File: config.mk
export PLATFORM = sky130hd
export DESIGN_NAME = id_ex_stage
export DESIGN_NICKNAME = d
export VERILOG_FILES = /design/src/rtl/id_ex_stage.sv
export SDC_FILE = /design/constraint.sdc
export NUM_CORES = 1
export LEC_CHECK = 0
export BUFFER_PORTS_ARGS = -buffer_cell sky130_fd_sc_hd__buf_4
export CORE_ASPECT_RATIO = 0.8
export CORE_MARGIN = 3
export CORE_UTILIZATION = 49
export DETAILED_ROUTE_END_ITERATION = 7
export PLACE_DENSITY = 0.85
export SYNTH_ARGS = -nofsm -noshare
export SYNTH_HDL_FRONTEND = slang
export SYNTH_SLANG_ARGS = --single-unit
File: constraint.sdc
create_clock -name clk -period 4.8 [get_ports clk]
set_clock_uncertainty 0.05 [all_clocks]
set_input_delay 0.96 -clock clk [delete_from_list [all_inputs] [get_ports clk]]
set_output_delay 0.96 -clock clk [all_outputs]
set_load 0.01 [all_outputs]
File: src/rtl/id_ex_stage.sv
`default_nettype none
// ============================================================================
// Module  : id_ex_stage
// Brief   : ID/EX pipeline register with load-use hazard detection, one-bubble
//           insertion and a saturating bubble counter.
// Revision: 1.0 - initial release
// ============================================================================
module id_ex_stage #(
    parameter int DATA_WIDTH   = 32,
    parameter int ALU_OP_WIDTH = 3,
    parameter int CNT_WIDTH    = 16
) (
    input  logic                    clk,
    input  logic                    rst,
    input  logic                    flush,
    input  logic                    hold,
    input  logic                    ID_valid,
    input  logic [4:0]              ID_rs,
    input  logic [4:0]              ID_rt,
    input  logic [4:0]              ID_rd,
    input  logic                    ID_uses_rs,
    input  logic                    ID_uses_rt,
    input  logic [DATA_WIDTH-1:0]   ID_read_data_1,
    input  logic [DATA_WIDTH-1:0]   ID_read_data_2,
    input  logic [DATA_WIDTH-1:0]   ID_sign_ext_imm,
    input  logic                    ID_reg_write,
    input  logic                    ID_mem_read,
    input  logic                    ID_mem_write,
    input  logic                    ID_mem_to_reg,
    input  logic                    ID_alu_src,
    input  logic                    ID_reg_dst,
    input  logic [ALU_OP_WIDTH-1:0] ID_alu_op,
    output logic [4:0]              ID_EX_rs_out,
    output logic [4:0]              ID_EX_rt_out,
    output logic [4:0]              ID_EX_rd_out,
    output logic [DATA_WIDTH-1:0]   ID_EX_read_data_1_out,
    output logic [DATA_WIDTH-1:0]   ID_EX_read_data_2_out,
    output logic [DATA_WIDTH-1:0]   ID_EX_sign_ext_imm_out,
    output logic                    ID_EX_reg_write_out,
    output logic                    ID_EX_mem_read_out,
    output logic                    ID_EX_mem_write_out,
    output logic                    ID_EX_mem_to_reg_out,
    output logic                    ID_EX_alu_src_out,
    output logic                    ID_EX_reg_dst_out,
    output logic [ALU_OP_WIDTH-1:0] ID_EX_alu_op_out,
    output logic                    ID_EX_valid_out,
    output logic                    stall,
    output logic [CNT_WIDTH-1:0]    bubble_count
);

    logic [4:0]              r_rs, r_rt, r_rd;
    logic [DATA_WIDTH-1:0]   r_d1, r_d2, r_imm;
    logic                    r_reg_write, r_mem_read, r_mem_write;
    logic                    r_mem_to_reg, r_alu_src, r_reg_dst;
    logic [ALU_OP_WIDTH-1:0] r_alu_op;
    logic                    r_valid;
    logic [CNT_WIDTH-1:0]    r_cnt;

    logic w_hz;
    logic w_bubble;
    logic w_count;

    // A load in EX whose destination the ID instruction reads must be given one extra cycle.
    assign w_hz = r_valid & r_mem_read & (r_rt != 5'd0) & ID_valid &
                  ((ID_uses_rs & (ID_rs == r_rt)) | (ID_uses_rt & (ID_rt == r_rt)));

    assign stall    = w_hz & ~flush;
    assign w_bubble = rst | flush | (~hold & w_hz);
    assign w_count  = ~rst & ~flush & ~hold & w_hz & (r_cnt != {CNT_WIDTH{1'b1}});

    always_ff @(posedge clk) begin
        if (w_bubble) begin
            r_rs         <= 5'd0;
            r_rt         <= 5'd0;
            r_rd         <= 5'd0;
            r_d1         <= '0;
            r_d2         <= '0;
            r_imm        <= '0;
            r_reg_write  <= 1'b0;
            r_mem_read   <= 1'b0;
            r_mem_write  <= 1'b0;
            r_mem_to_reg <= 1'b0;
            r_alu_src    <= 1'b0;
            r_reg_dst    <= 1'b0;
            r_alu_op     <= '0;
            r_valid      <= 1'b0;
        end else if (!hold) begin
            r_rs         <= ID_rs;
            r_rt         <= ID_rt;
            r_rd         <= ID_rd;
            r_d1         <= ID_read_data_1;
            r_d2         <= ID_read_data_2;
            r_imm        <= ID_sign_ext_imm;
            // An empty ID slot must not carry side-effecting control into EX.
            r_reg_write  <= ID_reg_write  & ID_valid;
            r_mem_read   <= ID_mem_read   & ID_valid;
            r_mem_write  <= ID_mem_write  & ID_valid;
            r_mem_to_reg <= ID_mem_to_reg & ID_valid;
            r_alu_src    <= ID_alu_src    & ID_valid;
            r_reg_dst    <= ID_reg_dst    & ID_valid;
            r_alu_op     <= ID_alu_op & {ALU_OP_WIDTH{ID_valid}};
            r_valid      <= ID_valid;
        end
    end

    always_ff @(posedge clk) begin
        if (rst) begin
            r_cnt <= '0;
        end else if (w_count) begin
            r_cnt <= r_cnt + 1'b1;
        end
    end

    assign ID_EX_rs_out           = r_rs;
    assign ID_EX_rt_out           = r_rt;
    assign ID_EX_rd_out           = r_rd;
    assign ID_EX_read_data_1_out  = r_d1;
    assign ID_EX_read_data_2_out  = r_d2;
    assign ID_EX_sign_ext_imm_out = r_imm;
    assign ID_EX_reg_write_out    = r_reg_write;
    assign ID_EX_mem_read_out     = r_mem_read;
    assign ID_EX_mem_write_out    = r_mem_write;
    assign ID_EX_mem_to_reg_out   = r_mem_to_reg;
    assign ID_EX_alu_src_out      = r_alu_src;
    assign ID_EX_reg_dst_out      = r_reg_dst;
    assign ID_EX_alu_op_out       = r_alu_op;
    assign ID_EX_valid_out        = r_valid;
    assign bubble_count           = r_cnt;

endmodule
`default_nettype wire

==> results.md <==
- The setup fix buffers added after clock tree synthesis is 0.
- The smallest clock period supported by the final layout is computed as 3411 ps.
- The vias after detailed routing is 4768.
- The number of distinct standard cells referenced by the synthesized netlist is 40.
- The initial antenna violation count came to 0.
- The areal power density over the cells is 359.6 nW/um^2.
- The wire length per cell after detailed routing is 16.68 um.
- Summing the sequential cell areas from Yosys gives 52.48% of the chip area.
- The net total in the final layout is 899.
- The run finished with clean final reports.
- The fmax is 293.2 MHz.
- The number of design-rule violations left by the first detailed-router iteration is 357.
- The TritonCTS clock tree is done.
- The most common cell in the synthesized netlist is dfxtp_1.
- Data on the critical path arrives at its endpoint at 2400 ps.
- The kind of start point of the critical path is an input port.
- Routability-driven placement finished with a final weighted congestion of 0.8353.
- In the finished design, the share of the clock period the worst path needs comes to 71.06%.
- At the pin with the least slew margin, the transition time is 979.8 ps.
- The Yosys warning count is 0.
- The max-slew headroom at the worst pin is 34.68%.
- By count the netlist is led by 137 x dfxtp_1, 127 x nor2_1, 111 x mux2i_1.
- The final total power is 2.846 mW.
- OpenSTA, run right after detailed placement, puts the worst setup slack at 1335 ps.
- The synthesized design spends more area on one cell type than any other, namely dfxtp_1.
- The die covers 11950 sq um.
- The finished cells cover 7915 sq um.
- For this run the aggregate overflow at the end of global routing stands at 0.
- Ranked by total cell area, the synthesized netlist is headed by dfxtp_1 52%, mux2i_1 21%, nor2_1 9.1%.
- The number of global-route vias before repair was 4737.
- The switching power summed over all nets is 0.6477 mW.
- Of all nets on the critical path, the largest fanout is 17.
- The first-pass GRT wire length is 23830 um.
- The area growth from synthesis to layout is 51.45%.
- In this run the cell area measured after placement is 7291 sq um.
- After the flow finishes, the layout carries non-filler instances totaling 924.
- The number of filler instances in the final layout is 718.
- CTS placed an instance of clkbuf_16 at the clock tree root.
- In this run the vertical extent of the chip is 98.37 um.
- After synthesis the netlist holds a flip-flop and latch count of 137.
- The final number of hold-violating endpoints was 0.
- Summed over all cells, the static leakage comes to 3.761 nW.
- The area of the mapped netlist is 5226 sq um.
- After floorplanning, the core was divided into 33 placement rows.
- Synthesis handed over a netlist of 520 instances.
- The setup-violating endpoint count in the final report is 0.
- The worst reg2reg path endpoint is ID_EX_read_data_2_out[30].
- The TritonCTS buffer count is 17.
- The async set-reset flop share out of synthesis is 0%.
- The final worst hold slack is 448.4 ps.
- The repair_antennas step left the layout with diodes totalling 0.
- The capturing instance or port of the critical path is stall.
- For the worst setup path, the data required time is 3790 ps.
- The type of the most critical hold path is reg2reg.
- Setup repair after global routing left no endpoint under its margin.
- The count of pins over their slew limit was 0.
- The combinational fraction of design power is 10.0%.
- In this run switching power makes up 22.76% of total power.
- Counting every net in the synthesized netlist gives 648.
- The later pin in the worst-skew pair is clocked with a latency of 400 ps.
- The post-route DRC violation count is 0.
- The mean area per synthesized cell is 10.05 sq um.
- The internal power of the cells totals 2.198 mW.
- The category of the worst setup path capture point is an output port.
- The number of gates resized after CTS was 0.
- The accumulated negative setup slack is 0 ps.
- The critical path starts at ID_rs[2].
- In this run, flip-flops and latches consume 41.8% of the power.
- Across the run, the number of max-cap violations was 0.
- The die is 121.5 um wide.
- The beginning of the worst register-to-register path is ID_EX_rt_out[2].
- The synthesized design devotes to its leading area cell type 52.48% of total area.
- The final worst slack is 1389 ps.
- Pin placement for this block handled 265 I/O pins.
- In this run, the clock network consumes 48.2% of the power.
- The starting density of the core is 50.63%.
- The dominant register cell in the synthesized netlist is dfxtp_1.
- The ratio of routed vias to standard cells is 5.160.
- The first TritonRoute pass finished after 5 iterations.
- The number of enable-type register cells in the synthesized netlist is 0.
- In this run the remaining antenna-violating nets after routing total 0.
- The core area is 10320 sq um.
- The final core utilization is 76.68%.
- VDD sags by at most 0.2767 mV.
- The register-to-register path setup slack is 2000 ps.
- The clock passes through at most 2 buffers.
- The cell count after placement is 892.
- The clock tree synthesis step divided the H-tree into 4 levels.
- The count of hold buffers inserted by post-cts repair is 0.
- The number of cells on the worst reg-to-reg path is 7.
- In the global route stage, overall resource usage came out at 25.00%.
- Entering global routing, the biggest net connects 91 pins.
- The total clock sinks is 137.
- Of the cells placed in the final design, the portion with a size suffix greater than 1 is 39.29%.
- The final layout contains routed wiring with a total length of 15410 um.
- The clock-pin slew on the worst setup and hold paths is 60 ps.
- The worst setup path is of the in2out kind.
- Summed over all nets, the half-perimeter wirelength after detailed placement is 11120 um.
- The total of buffers placed on input and output ports is 264.
==> sequential cells by signal, indices dropped and copies added, names as in the netlist, 3 cells and up <==
name / count
ID_EX_read_data_1_out: 32
bubble_count: 16
ID_EX_rd_out: 5
ID_EX_alu_op_out: 3
ID_EX_read_data_2_out: 32
ID_EX_sign_ext_imm_out: 32
ID_EX_rt_out: 5
ID_EX_rs_out: 5
==> critical path, cell delays in order <==
cell	delay, ps
buf_4	120
xor2_1	140
nor4_1	340
a32oi_2	360
nor3_1	310
buf_4	170
==> cells in the final DEF, fill, tap and decap left out, types with 5 or more instances in the layout <==
cell        Yosys  routed
nand3_1         5       5
nor2_1        127     127
clkbuf_16       0      17
or4_1          13      13
o31ai_1        10      10
mux2i_1       111     111
nand4_1         5       5
clkinvlp_4      0       5
dfxtp_1       137     137
a21oi_1        12      12
xor2_1          8       8
buf_4           0     267
a22oi_1         9       9
==> worst min-delay path by stage <==
stage	endpoint	slack, ps	start	depth (start not counted)
after floorplan	bubble_count[15]	460	bubble_count[15]	2
after global placement	ID_EX_rd_out[2]	420	ID_EX_rd_out[2]	2
after detailed placement	ID_EX_read_data_2_out[23]	440	ID_EX_read_data_2_out[23]	2
after CTS	ID_EX_read_data_2_out[1]	450	ID_EX_read_data_2_out[1]	2
after global routing	ID_EX_read_data_1_out[17]	470	ID_EX_read_data_1_out[17]	2
final	ID_EX_sign_ext_imm_out[7]	450	ID_EX_sign_ext_imm_out[7]	2
==> cell type report <==
class	count	area, sq um	share of cell area (%)
flip-flops and latches	137	2743	34.65
inverters	4	15.01	0.1897
repair buffers	268	2016	25.47
multi-input cells	343	2342	29.59
clock buffers	17	425.4	5.375
clock inverters	15	198.9	2.513
well taps	140	175.2	2.213
==> kinds of logic after synthesis <==
kind of cell / count (synthesis) / synth area share, %
AO/OA/AOI/OAI: 42 / 5.459
XOR/XNOR: 10 / 1.676
adder cells (fa/ha/maj): 1 / 0.2394
buffers and inverters: 40 / 3.064
flip-flops: 137 / 52.48
multiplexers: 113 / 21.69
AND/OR/NAND/NOR: 177 / 15.39
==> metal layers <==
| layer | vias up | global-route usage [%] | wire (um) |
|---|---|---|---|
| met5 | - | 0 | 0 |
| met4 | 0 | 8.527 | 293 |
| met3 | 26 | 8.164 | 1206 |
| met2 | 203 | 43.91 | 7978 |
| met1 | 2223 | 28.52 | 5930 |
| li1 | 2316 | - | - |
==> power by group through the flow <==
stage          logic [mW]  clock network, mW  registers [mW]
2_1_floorplan       0.116                  0            1.23
3_3_place_gp        0.275                  0            1.21
3_5_place_dp        0.282                  0            1.21
4_1_cts             0.285               1.39            1.19
5_1_grt             0.306               1.44            1.19
6_report            0.284               1.37            1.19
Power figures use the tool's default switching activity.
